## src/rtl/mppt_pkg.sv

```systemverilog
// ---------------------------------------------------------------------------
// mppt_pkg
// Shared definitions for the randomised perturb-and-observe MPPT tracker and
// the downstream PWM stage: FSM state encoding, datapath widths, default
// duty limits and the PV power helper.
// ---------------------------------------------------------------------------
package mppt_pkg;

    localparam int DUTY_W   = 16;
    localparam int SAMPLE_W = 16;
    localparam int POWER_W  = 32;

    // Default duty limits, also used by the PWM stage to bound its compare value
    localparam logic [DUTY_W-1:0] DUTY_INIT_DEF = 16'd32768;  // 50 %
    localparam logic [DUTY_W-1:0] DUTY_MIN_DEF  = 16'd3277;   // 5 %
    localparam logic [DUTY_W-1:0] DUTY_MAX_DEF  = 16'd62258;  // 95 %

    typedef enum logic [1:0] {
        IDLE   = 2'd0,
        CALC   = 2'd1,
        DECIDE = 2'd2,
        SETTLE = 2'd3
    } mppt_state_t;

    // Full-precision PV power; 16x16 unsigned always fits in 32 bits
    function automatic logic [POWER_W-1:0] sample_power(
        input logic [SAMPLE_W-1:0] v,
        input logic [SAMPLE_W-1:0] i
    );
        return POWER_W'(v) * POWER_W'(i);
    endfunction

endpackage

```

## src/rtl/duty_step_clamp.sv

```systemverilog
// ---------------------------------------------------------------------------
// duty_step_clamp
// Combinational duty perturbation: applies +/- step to the present duty and
// clamps the result into [i_duty_min, i_duty_max]. Hitting a limit forces the
// direction away from that limit.
//   i_duty        present duty command
//   i_step        perturbation step (17 bits so base + random never wraps)
//   i_dir         resolved direction, 1 = increase
//   i_duty_min    lower clamp
//   i_duty_max    upper clamp
//   o_duty_next   clamped next duty
//   o_dir_force   1 when a limit was hit and direction must be overridden
//   o_dir_forced  direction to use when o_dir_force is set
// ---------------------------------------------------------------------------
module duty_step_clamp
    import mppt_pkg::*;
(
    input  logic [DUTY_W-1:0] i_duty,
    input  logic [DUTY_W:0]   i_step,
    input  logic              i_dir,
    input  logic [DUTY_W-1:0] i_duty_min,
    input  logic [DUTY_W-1:0] i_duty_max,
    output logic [DUTY_W-1:0] o_duty_next,
    output logic              o_dir_force,
    output logic              o_dir_forced
);

    // Signed headroom: 16-bit duty plus 17-bit step can go above 2^17 or below 0
    logic signed [DUTY_W+2:0] w_cand;
    logic signed [DUTY_W+2:0] w_max;
    logic signed [DUTY_W+2:0] w_min;

    // Candidate duty and clamp decision
    always_comb begin
        w_cand       = {(DUTY_W+3){1'b0}};
        w_max        = $signed({3'b000, i_duty_max});
        w_min        = $signed({3'b000, i_duty_min});
        o_duty_next  = i_duty;
        o_dir_force  = 1'b0;
        o_dir_forced = i_dir;
        if (i_dir) begin
            w_cand = $signed({3'b000, i_duty}) + $signed({2'b00, i_step});
        end else begin
            w_cand = $signed({3'b000, i_duty}) - $signed({2'b00, i_step});
        end
        if (w_cand > w_max) begin
            o_duty_next  = i_duty_max;
            o_dir_force  = 1'b1;
            o_dir_forced = 1'b0;
        end else if (w_cand < w_min) begin
            o_duty_next  = i_duty_min;
            o_dir_force  = 1'b1;
            o_dir_forced = 1'b1;
        end else begin
            o_duty_next  = w_cand[DUTY_W-1:0];
        end
    end

endmodule

```

## src/rtl/rand_perturb_mppt.sv

```systemverilog
// ---------------------------------------------------------------------------
// rand_perturb_mppt
// Randomised-step perturb-and-observe MPPT duty tracker. Each accepted PV
// sample produces one duty update of STEP_BASE + (rand_num >> STEP_SHIFT),
// followed by a SETTLE_CYC-cycle settle window during which samples are
// ignored (not queued).
//   clk_P         system clock, rising edge
//   reset         synchronous active-low reset
//   v_sample      PV voltage, unsigned
//   i_sample      PV current, unsigned
//   sample_valid  sample qualifier, only honoured in IDLE
//   rand_num      random word, sampled in DECIDE
//   duty          registered duty command
//   duty_valid    one-cycle pulse on each duty update
//   dir           perturbation direction, 1 = increase
//   busy          high whenever the tracker is not in IDLE
// ---------------------------------------------------------------------------
module rand_perturb_mppt
    import mppt_pkg::*;
#(
    parameter logic [15:0] DUTY_INIT  = 16'd32768,
    parameter logic [15:0] DUTY_MIN   = 16'd3277,
    parameter logic [15:0] DUTY_MAX   = 16'd62258,
    parameter logic [15:0] STEP_BASE  = 16'd64,
    parameter int          STEP_SHIFT = 8,
    parameter int          SETTLE_CYC = 1000
) (
    input  logic        clk_P,
    input  logic        reset,
    input  logic [15:0] v_sample,
    input  logic [15:0] i_sample,
    input  logic        sample_valid,
    input  logic [15:0] rand_num,
    output logic [15:0] duty,
    output logic        duty_valid,
    output logic        dir,
    output logic        busy
);

    localparam int                CNT_W    = (SETTLE_CYC > 1) ? $clog2(SETTLE_CYC) : 1;
    localparam logic [CNT_W-1:0] CNT_LAST = CNT_W'(SETTLE_CYC - 1);
    localparam logic [CNT_W-1:0] CNT_ONE  = CNT_W'(1);

    mppt_state_t          r_state;
    mppt_state_t          w_state_nxt;
    logic [SAMPLE_W-1:0]  r_v;
    logic [SAMPLE_W-1:0]  r_i;
    logic [POWER_W-1:0]   r_p_now;
    logic [POWER_W-1:0]   r_p_prev;
    logic                 r_first;
    logic                 r_dir;
    logic [DUTY_W-1:0]    r_duty;
    logic                 r_duty_valid;
    logic                 r_busy;
    logic [CNT_W-1:0]     r_cnt;

    logic [DUTY_W:0]      w_step;
    logic                 w_dir_resolved;
    logic [DUTY_W-1:0]    w_duty_next;
    logic                 w_dir_force;
    logic                 w_dir_forced;
    logic                 w_dir_final;

    assign w_step = {1'b0, STEP_BASE} + {1'b0, (rand_num >> STEP_SHIFT)};

    // Direction before clamping: the first sample after reset has no history
    always_comb begin
        w_dir_resolved = r_dir;
        if (r_first) begin
            w_dir_resolved = 1'b1;
        end else if (r_p_now < r_p_prev) begin
            w_dir_resolved = ~r_dir;
        end else begin
            w_dir_resolved = r_dir;
        end
    end

    duty_step_clamp u_clamp (
        .i_duty       (r_duty),
        .i_step       (w_step),
        .i_dir        (w_dir_resolved),
        .i_duty_min   (DUTY_MIN),
        .i_duty_max   (DUTY_MAX),
        .o_duty_next  (w_duty_next),
        .o_dir_force  (w_dir_force),
        .o_dir_forced (w_dir_forced)
    );

    // A clamp hit overrides the observed direction so the next step moves away
    always_comb begin
        w_dir_final = w_dir_resolved;
        if (w_dir_force) begin
            w_dir_final = w_dir_forced;
        end else begin
            w_dir_final = w_dir_resolved;
        end
    end

    // Next-state logic
    always_comb begin
        w_state_nxt = r_state;
        case (r_state)
            IDLE: begin
                if (sample_valid) begin
                    w_state_nxt = CALC;
                end else begin
                    w_state_nxt = IDLE;
                end
            end
            CALC:   w_state_nxt = DECIDE;
            DECIDE: w_state_nxt = SETTLE;
            SETTLE: begin
                if (r_cnt == CNT_LAST) begin
                    w_state_nxt = IDLE;
                end else begin
                    w_state_nxt = SETTLE;
                end
            end
            default: w_state_nxt = IDLE;
        endcase
    end

    // State register
    always_ff @(posedge clk_P) begin
        if (!reset) begin
            r_state <= IDLE;
        end else begin
            r_state <= w_state_nxt;
        end
    end

    // Datapath registers and registered outputs
    always_ff @(posedge clk_P) begin
        if (!reset) begin
            r_v          <= 16'd0;
            r_i          <= 16'd0;
            r_p_now      <= 32'd0;
            r_p_prev     <= 32'd0;
            r_first      <= 1'b1;
            r_dir        <= 1'b1;
            r_duty       <= DUTY_INIT;
            r_duty_valid <= 1'b0;
            r_busy       <= 1'b0;
            r_cnt        <= {CNT_W{1'b0}};
        end else begin
            r_duty_valid <= 1'b0;
            // busy tracks the state being entered so it rises on the accepting edge
            r_busy       <= (w_state_nxt != IDLE);
            case (r_state)
                IDLE: begin
                    if (sample_valid) begin
                        r_v <= v_sample;
                        r_i <= i_sample;
                    end
                end
                CALC: begin
                    r_p_now <= sample_power(r_v, r_i);
                end
                DECIDE: begin
                    r_duty       <= w_duty_next;
                    r_dir        <= w_dir_final;
                    r_first      <= 1'b0;
                    r_p_prev     <= r_p_now;
                    r_duty_valid <= 1'b1;
                    r_cnt        <= {CNT_W{1'b0}};
                end
                SETTLE: begin
                    if (r_cnt == CNT_LAST) begin
                        r_cnt <= {CNT_W{1'b0}};
                    end else begin
                        r_cnt <= r_cnt + CNT_ONE;
                    end
                end
                default: begin
                    r_cnt <= {CNT_W{1'b0}};
                end
            endcase
        end
    end

    assign duty       = r_duty;
    assign duty_valid = r_duty_valid;
    assign dir        = r_dir;
    assign busy       = r_busy;

endmodule

```

## config.mk

```make
export PLATFORM = sky130hd
export DESIGN_NAME = rand_perturb_mppt
export DESIGN_NICKNAME = d
export VERILOG_FILES = /design/src/rtl/mppt_pkg.sv /design/src/rtl/duty_step_clamp.sv /design/src/rtl/rand_perturb_mppt.sv
export SDC_FILE = /design/constraint.sdc
export NUM_CORES = 1
export LEC_CHECK = 0
export ABC_CLOCK_PERIOD_IN_PS = 10900
export CAP_MARGIN = 40
export CORE_MARGIN = 2
export CORE_UTILIZATION = 55
export DETAILED_ROUTE_END_ITERATION = 8
export GPL_TIMING_DRIVEN = 0
export PLACE_DENSITY = 0.73
export RECOVER_POWER = 50
export SETUP_SLACK_MARGIN = 0.3
export SLEW_MARGIN = 20
export SYNTH_ARGS = -nofsm -noshare
export SYNTH_HDL_FRONTEND = slang
export SYNTH_HIERARCHICAL = 1
export SYNTH_SLANG_ARGS = --single-unit
```

## constraint.sdc

```tcl
create_clock -name clk_P -period 10.9 [get_ports clk_P]
set_clock_uncertainty 0.2 [all_clocks]
set_input_delay 1.09 -clock clk_P [delete_from_list [all_inputs] [get_ports clk_P]]
set_output_delay 1.09 -clock clk_P [all_outputs]
set_load 0.02 [all_outputs]
```

# After elaboration in Yosys (flattened, before gate mapping)

Index checks and enable logic that the tools add are counted.

Add/subtract/negate cells: 4
Multipliers: 1
Order comparisons: 3
Equal/unequal tests: 4
Muxes and demuxes: 16
Bitwise operators: 1
Reduce and logical (&&, ||, !) cells: 4

Operators with widths:

| cell                                                                           | count |
|---|---|
| 32-bit less-than comparator                                                    | 1 |
| 16-bit by 16-bit multiplier with 32-bit output                                 | 1 |
| 16-bit 2-to-1 mux                                                              | 2 |
| 10-bit one-hot mux with 2 select lines                                         | 1 |
| 19-bit by 17-bit > comparator with 1-bit output, second input constant         | 1 |
| 19-bit by 13-bit less-than comparator with 1-bit output, second input constant | 1 |
| 19-bit 2-to-1 mux                                                              | 1 |
| 16-bit by 9-bit adder with 17-bit output                                       | 1 |
| 16-bit by 9-bit subtractor with 17-bit output                                  | 1 |
| 10-bit by 1-bit adder with 10-bit output, second input constant                | 1 |
| 10-bit == test, second input constant                                          | 1 |
| 10-bit 2-to-1 mux                                                              | 1 |
| 7-bit by 8-bit adder with 9-bit output, first input constant                   | 1 |
| 1-bit 2-to-1 mux                                                               | 9 |
| 2-bit one-hot mux with 4 select lines                                          | 1 |
| 2-bit == test, second input constant                                           | 2 |
| 2-bit nonzero test                                                             | 2 |
| 2-bit by 1-bit == test with 1-bit output, second input constant                | 1 |
| 2-bit zero test                                                                | 1 |
| 2-bit 2-to-1 mux                                                               | 1 |
| 2-bit AND reduction                                                            | 1 |
| 1-bit inverter                                                                 | 1 |

Register bits after elaboration: 128
Input port bits: 51
Logic and storage cells: 44

# Logic depth before layout (Yosys ltp)

Depth in word-level cells: 8
Gate-level depth with buffers: 27
Mapped depth without buffers: 24

# Cells and area by module

Netlist, hierarchy kept.

By module, submodules not included:

| module            | times used | cells each | area an instance (um^2) | sequential area each (um^2) |
|---|---|---|---|---|
| rand_perturb_mppt | 1          | 1,681      | 13,917.1                | 2,562.5 |
| duty_step_clamp   | 1          | 413        | 2,981.6                 | 0.0 |

# Worst setup path after synthesis

No wires, ideal clock.

Path kind: register to register
From: register r_v[7]
To: register r_p_now[27]
Setup time: 0.079 ns
Data arrival time: 5.586 ns
Data required time: 10.621 ns
Setup slack: 5.035 ns
Stages on the path, launching flop included: 23
Buffers on the path: 2
Period minus slack after synthesis: 5.865 ns
Cell sequence: dfxtp_1 clkbuf_1 nand2_1 fa_1 inv_1 fa_1 inv_1 fa_1 inv_1 fa_1 fa_1 inv_1 fa_1 inv_1 ha_1 buf_2 nand3_1 or2_2 o31a_1 a21oi_1 a31o_2 nand4b_1 o211ai_1

Longest elaborated chain between the ends: 1

Ends and longest elaborated chain:

| item                                           | RTL line                 | text |
|---|---|---|
| start, declared                                | rand_perturb_mppt.sv:46  | `logic [SAMPLE_W-1:0] r_v;` |
| start signal, assigned                         | rand_perturb_mppt.sv:152 | `r_v <= v_sample;` |
| 16-bit by 16-bit multiplier with 32-bit output | mppt_pkg.sv:30           | `return POWER_W'(v) * POWER_W'(i);` |
| end signal, assigned                           | rand_perturb_mppt.sv:157 | `r_p_now <= sample_power(r_v, r_i);` |
| end, declared                                  | rand_perturb_mppt.sv:48  | `logic [POWER_W-1:0] r_p_now;` |

No other way between the ends.
A chain may end at the register's enable or synchronous reset.

# Final worst setup path

From: register r_v[7]
To: register r_p_now[31]

Same word-level chain as after synthesis.

==> summary.txt <==
Logic synthesis
  – Flops & latches, synth: 128
  – Mean post-synth cell area: 8.07 um2
  – Netlist Area Pre-Place: 16900 um2
  – Post-synth EDFFs: 0
  – Top_reg_cell synth: dfxtp_1
  – Synth warn: 6
  – Synth Instances: 2094
  – Register area share after synthesis: 15.2%
  – Post-synth top area share: 23.2%
  – Synth cell types: 87
  – Leading area contributor after synthesis: fa_1
  – Asr flop ratio synth: 0%
  – Top post-synthesis cells by area: fa_1 23%, dfxtp_1 15%, ha_1 15%, nand2_1 8.4%, inv_1 7.4%

Routing
  – Antenna Nets Post-Route: 0
  – WL final: 46000 um
  – Via density: 5.64
  – DR WL/cell: 17.4 um
  – Drt drc: 0
  – Drt pass-1 iters: 6
  – Initial DRC count: 1184
  – Vias: 15000

Power
  – Internal: 1.29 mW
  – Maximum VDD drop: 0.121 mV
  – Net Switching: 1.14 mW
  – Switching share of power: 46.8%
  – Part of the power in registers: 24.1%
  – Logic pwr share: 51.6%
  – Share of power burned in the clock network: 24.3%
  – Leak: 8.81 nW
  – P per Cell Area: 129 nW/um2

STA
  – Final setup violation count: 0
  – Final hold viol count: 0
  – Pins Over Slew Limit: 0
  – Setup TNS: 0 ps
  – Final period util: 64.4%
  – Shortest period the worst path allows: 7020 ps
  – RSZ-0062 raised after global routing: no
  – Fmax achieved: 0.142 GHz
  – Worst slew pin tran: 820 ps
  – Worst setup slack after layout: 3880 ps
  – Slew HR: 45.3%

Worst setup path
  – CP max stage cell: dfxtp_1
  – Cell Chain, Critical Path: clkbuf_1 > nand2_1 > fa_1 > inv_1 > fa_1 > inv_1 > fa_1 > inv_1 > fa_1 > fa_1 > inv_1 > fa_1 > inv_1 > ha_1 > buf_2 > a21oi_1 > o31ai_1 > a21boi_0 > o22ai_1 > o311ai_1 > mux2i_1 > nand3_1
  – Worst Path Max Fanout: 10
  – Arrival @ worst endpoint: 7150 ps
  – WP data required: 11020 ps
  – RR Startpoint: r_v[7]$_SDFFE_PN0P_
  – CP peak stage delay: 670 ps
  – Critical path class: reg -> reg
  – Flop2flop setup slack: 3880 ps
  – Most frequent CP cell: fa_1
  – Startpoint types: flip-flop
  – FF-to-FF End: r_p_now[31]$_SDFFE_PN0N_
  – Worst Setup End Kind: flip-flop
  – FF-to-FF path depth: 22

Finish
  – Fin cells: 2652
  – Ant. Diodes: 0
  – Share of layout cells above drive strength 1: 3.81%
  – Multi-input gate area: 12900 um2
  – Layout Nets: 2690
  – Area delta synth->final: 11.6%
  – Fillers: 2746
  – Sequential cell area: 2560 um2

Placement
  – Number of cells after detailed placement: 2619
  – Buffers on Ports: 61
  – Post-DP HPWL: 36900 um
  – Gpl congestion: 0.948
  – Worst slack, placed: 4050 ps

Global route
  – Largest net degree at the start of global routing: 17
  – Initial antenna violation count: 1
  – Gr ovfl total: 0
  – GRT Total Usage: 30.8%
  – First-pass GRT wire length: 77000 um
  – Vias in the first global route: 15300

Clock network
  – Post-CTS Resized: 0
  – CTS Buffer Depth: 2
  – Worst skew pair latency: 450 ps
  – Total CTS buffers: 17
  – Clock-pin slew on the worst setup and hold paths: 80 ps
  – CTS tree: done
  – CTS Hold Bufs: 0
  – Htree depth: 4
  – Clk sink count: 128
  – Setup bufs post-CTS: 0
  – CTS root buf: clkbuf_16

Die
  – Core Box Area: 30400 um2
  – # rows: 64
  – Die X: 179 um
  – Die Ht: 179 um
  – Die area: 32100 um2
  – Initial Utilization: 55.5%
  – Ports: 70

Worst hold path
  – Hold/Removal Path Class: reg -> reg
  – End of the worst hold path: r_p_prev[23]$_SDFFE_PN0P_
  – Hold path depth: 2
  – Worst Min Path Start: r_p_prev[23]$_SDFFE_PN0P_

Job
  – Total of max-cap violations: 0

Outcome
  – Status: finished, final reports clean
## kinds of logic (layout without fill, tap and decap cells)
group | count (synthesis) | count (layout) | share of synthesized area (%)
and+or+nand+nor | 723 | 723 | 20.3
xor gates and xnor gates | 36 | 36 | 1.87
other | 2 | 70 | 0.0444
DFF | 128 | 128 | 15.2
AOI/OAI and AO/OA | 368 | 368 | 14.3
muxes | 6 | 6 | 0.363
adders and majority gates | 396 | 396 | 38.0
buffers and inverters | 435 | 529 | 9.93
## metrics by stage
stage / utilization [%] / power, mW / cell area [um2] / hold WS (ps)
floorplan: - / 1.46 / 17200 / 236
global placement: 60.0 / 1.78 / 18300 / 243
detailed placement: 60.0 / 1.82 / 18300 / 246
CTS: 62.0 / 2.41 / 18900 / 255
global route: 62.0 / 2.61 / 18900 / 274
finish: 62.0 / 2.43 / 18900 / 256
## flip-flops by register name, summed over array words and instances, names as in the netlist
name / count
r_p_now: 32
r_p_prev: 32
duty: 16
r_i: 16
r_v: 16
r_cnt: 10
r_state: 2
busy: 1
dir: 1
duty_valid: 1
r_first: 1
## per-layer routing
metal	share of wire, %	wire, um	GRT usage (%)	up-vias
met1	43	19900	40.9	7207
met5	0.022	10	0.160	-
li1	-	-	-	7016
met2	45	20800	49.2	595
met3	7.5	3470	6.68	132
met4	3.9	1770	11.8	2
## synthesized netlist by cell type, types with 3 or more instances
library cell and count:
buf_2 9, nor2b_1 11, or3_1 4, nand4_1 15
a21oi_1 165, a21o_1 22, mux2i_1 5, buf_4 5
a21boi_0 3, nor2_1 58, o31a_1 4, and3_1 14
nor3_1 18, inv_1 333, o221ai_2 10, a211oi_1 17
nand2_1 377, and2_1 124, o31ai_1 6, a31oi_1 8
o21ai_0 37, nand3_1 52, buf_1 11, xnor2_1 21
nor4_1 6, o211ai_1 10, o21a_1 5, o221ai_1 5
fa_1 196, a2111oi_0 3, or2_2 3, ha_1 200
nor3b_1 9, dfxtp_1 128, a221oi_1 5, clkbuf_1 73
xor2_1 15, a211oi_2 3, o21bai_1 10, nand2b_1 11
o21ai_1 18, and4_1 4, a31o_1 3
## critical path, delay by kind of cell, from the launching register on
| kind | cells | cell delay, ps |
|---|---|---|
| adders and majority gates | 7 | 3260 |
| buffers and inverters | 7 | 960 |
| muxes | 1 | 230 |
| AOI/OAI and AO/OA | 5 | 1310 |
| DFF | 1 | 670 |
| and+or+nand+nor | 2 | 250 |
## final cells by class
class,count,area share [%]
Tap cell,396,2.63
Sequential cell,128,13.6
Multi-Input combinational cell,1599,68.5
Inverter,335,6.67
Timing Repair Buffer,62,3.26
Buffer,100,2.23
Clock buffer,17,2.26
Clock inverter,15,0.883
## power groups by stage
stage	Combinational (mW)	Clock, mW	Sequential [mW]
global route	1.40	0.619	0.590
finish	1.26	0.591	0.585
CTS	1.23	0.596	0.583
floorplan	0.887	0	0.577
detailed placement	1.22	0	0.594
global placement	1.19	0	0.592
## layout by cell type, fill, tap and decap left out, types with 6 or more instances in the layout
master,instances
nand2b_1,11
a21o_1,22
clkbuf_16,17
nand2_1,377
ha_1,200
o21ai_0,37
clkdlybuf4s50_1,41
nand3_1,52
and3_1,14
nor3b_1,9
o21bai_1,10
nor3_1,18
o31ai_1,6
nor4_1,6
o221ai_2,10
a211oi_1,17
fa_1,196
buf_1,8
xor2_1,15
dfxtp_1,128
nand4_1,15
clkbuf_1,77
a21oi_1,165
xnor2_1,21
inv_1,333
and2_1,124
a31oi_1,8
o211ai_1,10
dlygate4sd3_1,20
nor2b_1,11
buf_2,9
o21ai_1,18
conb_1,70
nor2_1,58
## worst max-delay path by stage
stage | depth (start not counted) | from | endpoint | slack, ps
5_1_grt | 22 | r_v[7]$_SDFFE_PN0P_ | r_p_now[31]$_SDFFE_PN0N_ | 3510
3_3_place_gp | 19 | r_v[9]$_SDFFE_PN0P_ | r_p_now[31]$_SDFFE_PN0N_ | 4050
3_5_place_dp | 19 | r_v[9]$_SDFFE_PN0P_ | r_p_now[31]$_SDFFE_PN0N_ | 4050
6_report | 22 | r_v[7]$_SDFFE_PN0P_ | r_p_now[31]$_SDFFE_PN0N_ | 3880
4_1_cts | 22 | r_v[7]$_SDFFE_PN0P_ | r_p_now[31]$_SDFFE_PN0N_ | 4010
2_1_floorplan | 22 | r_v[7]$_SDFFE_PN0P_ | r_p_now[27]$_SDFFE_PN0N_ | 5030
(Power assumes the default switching activity.)
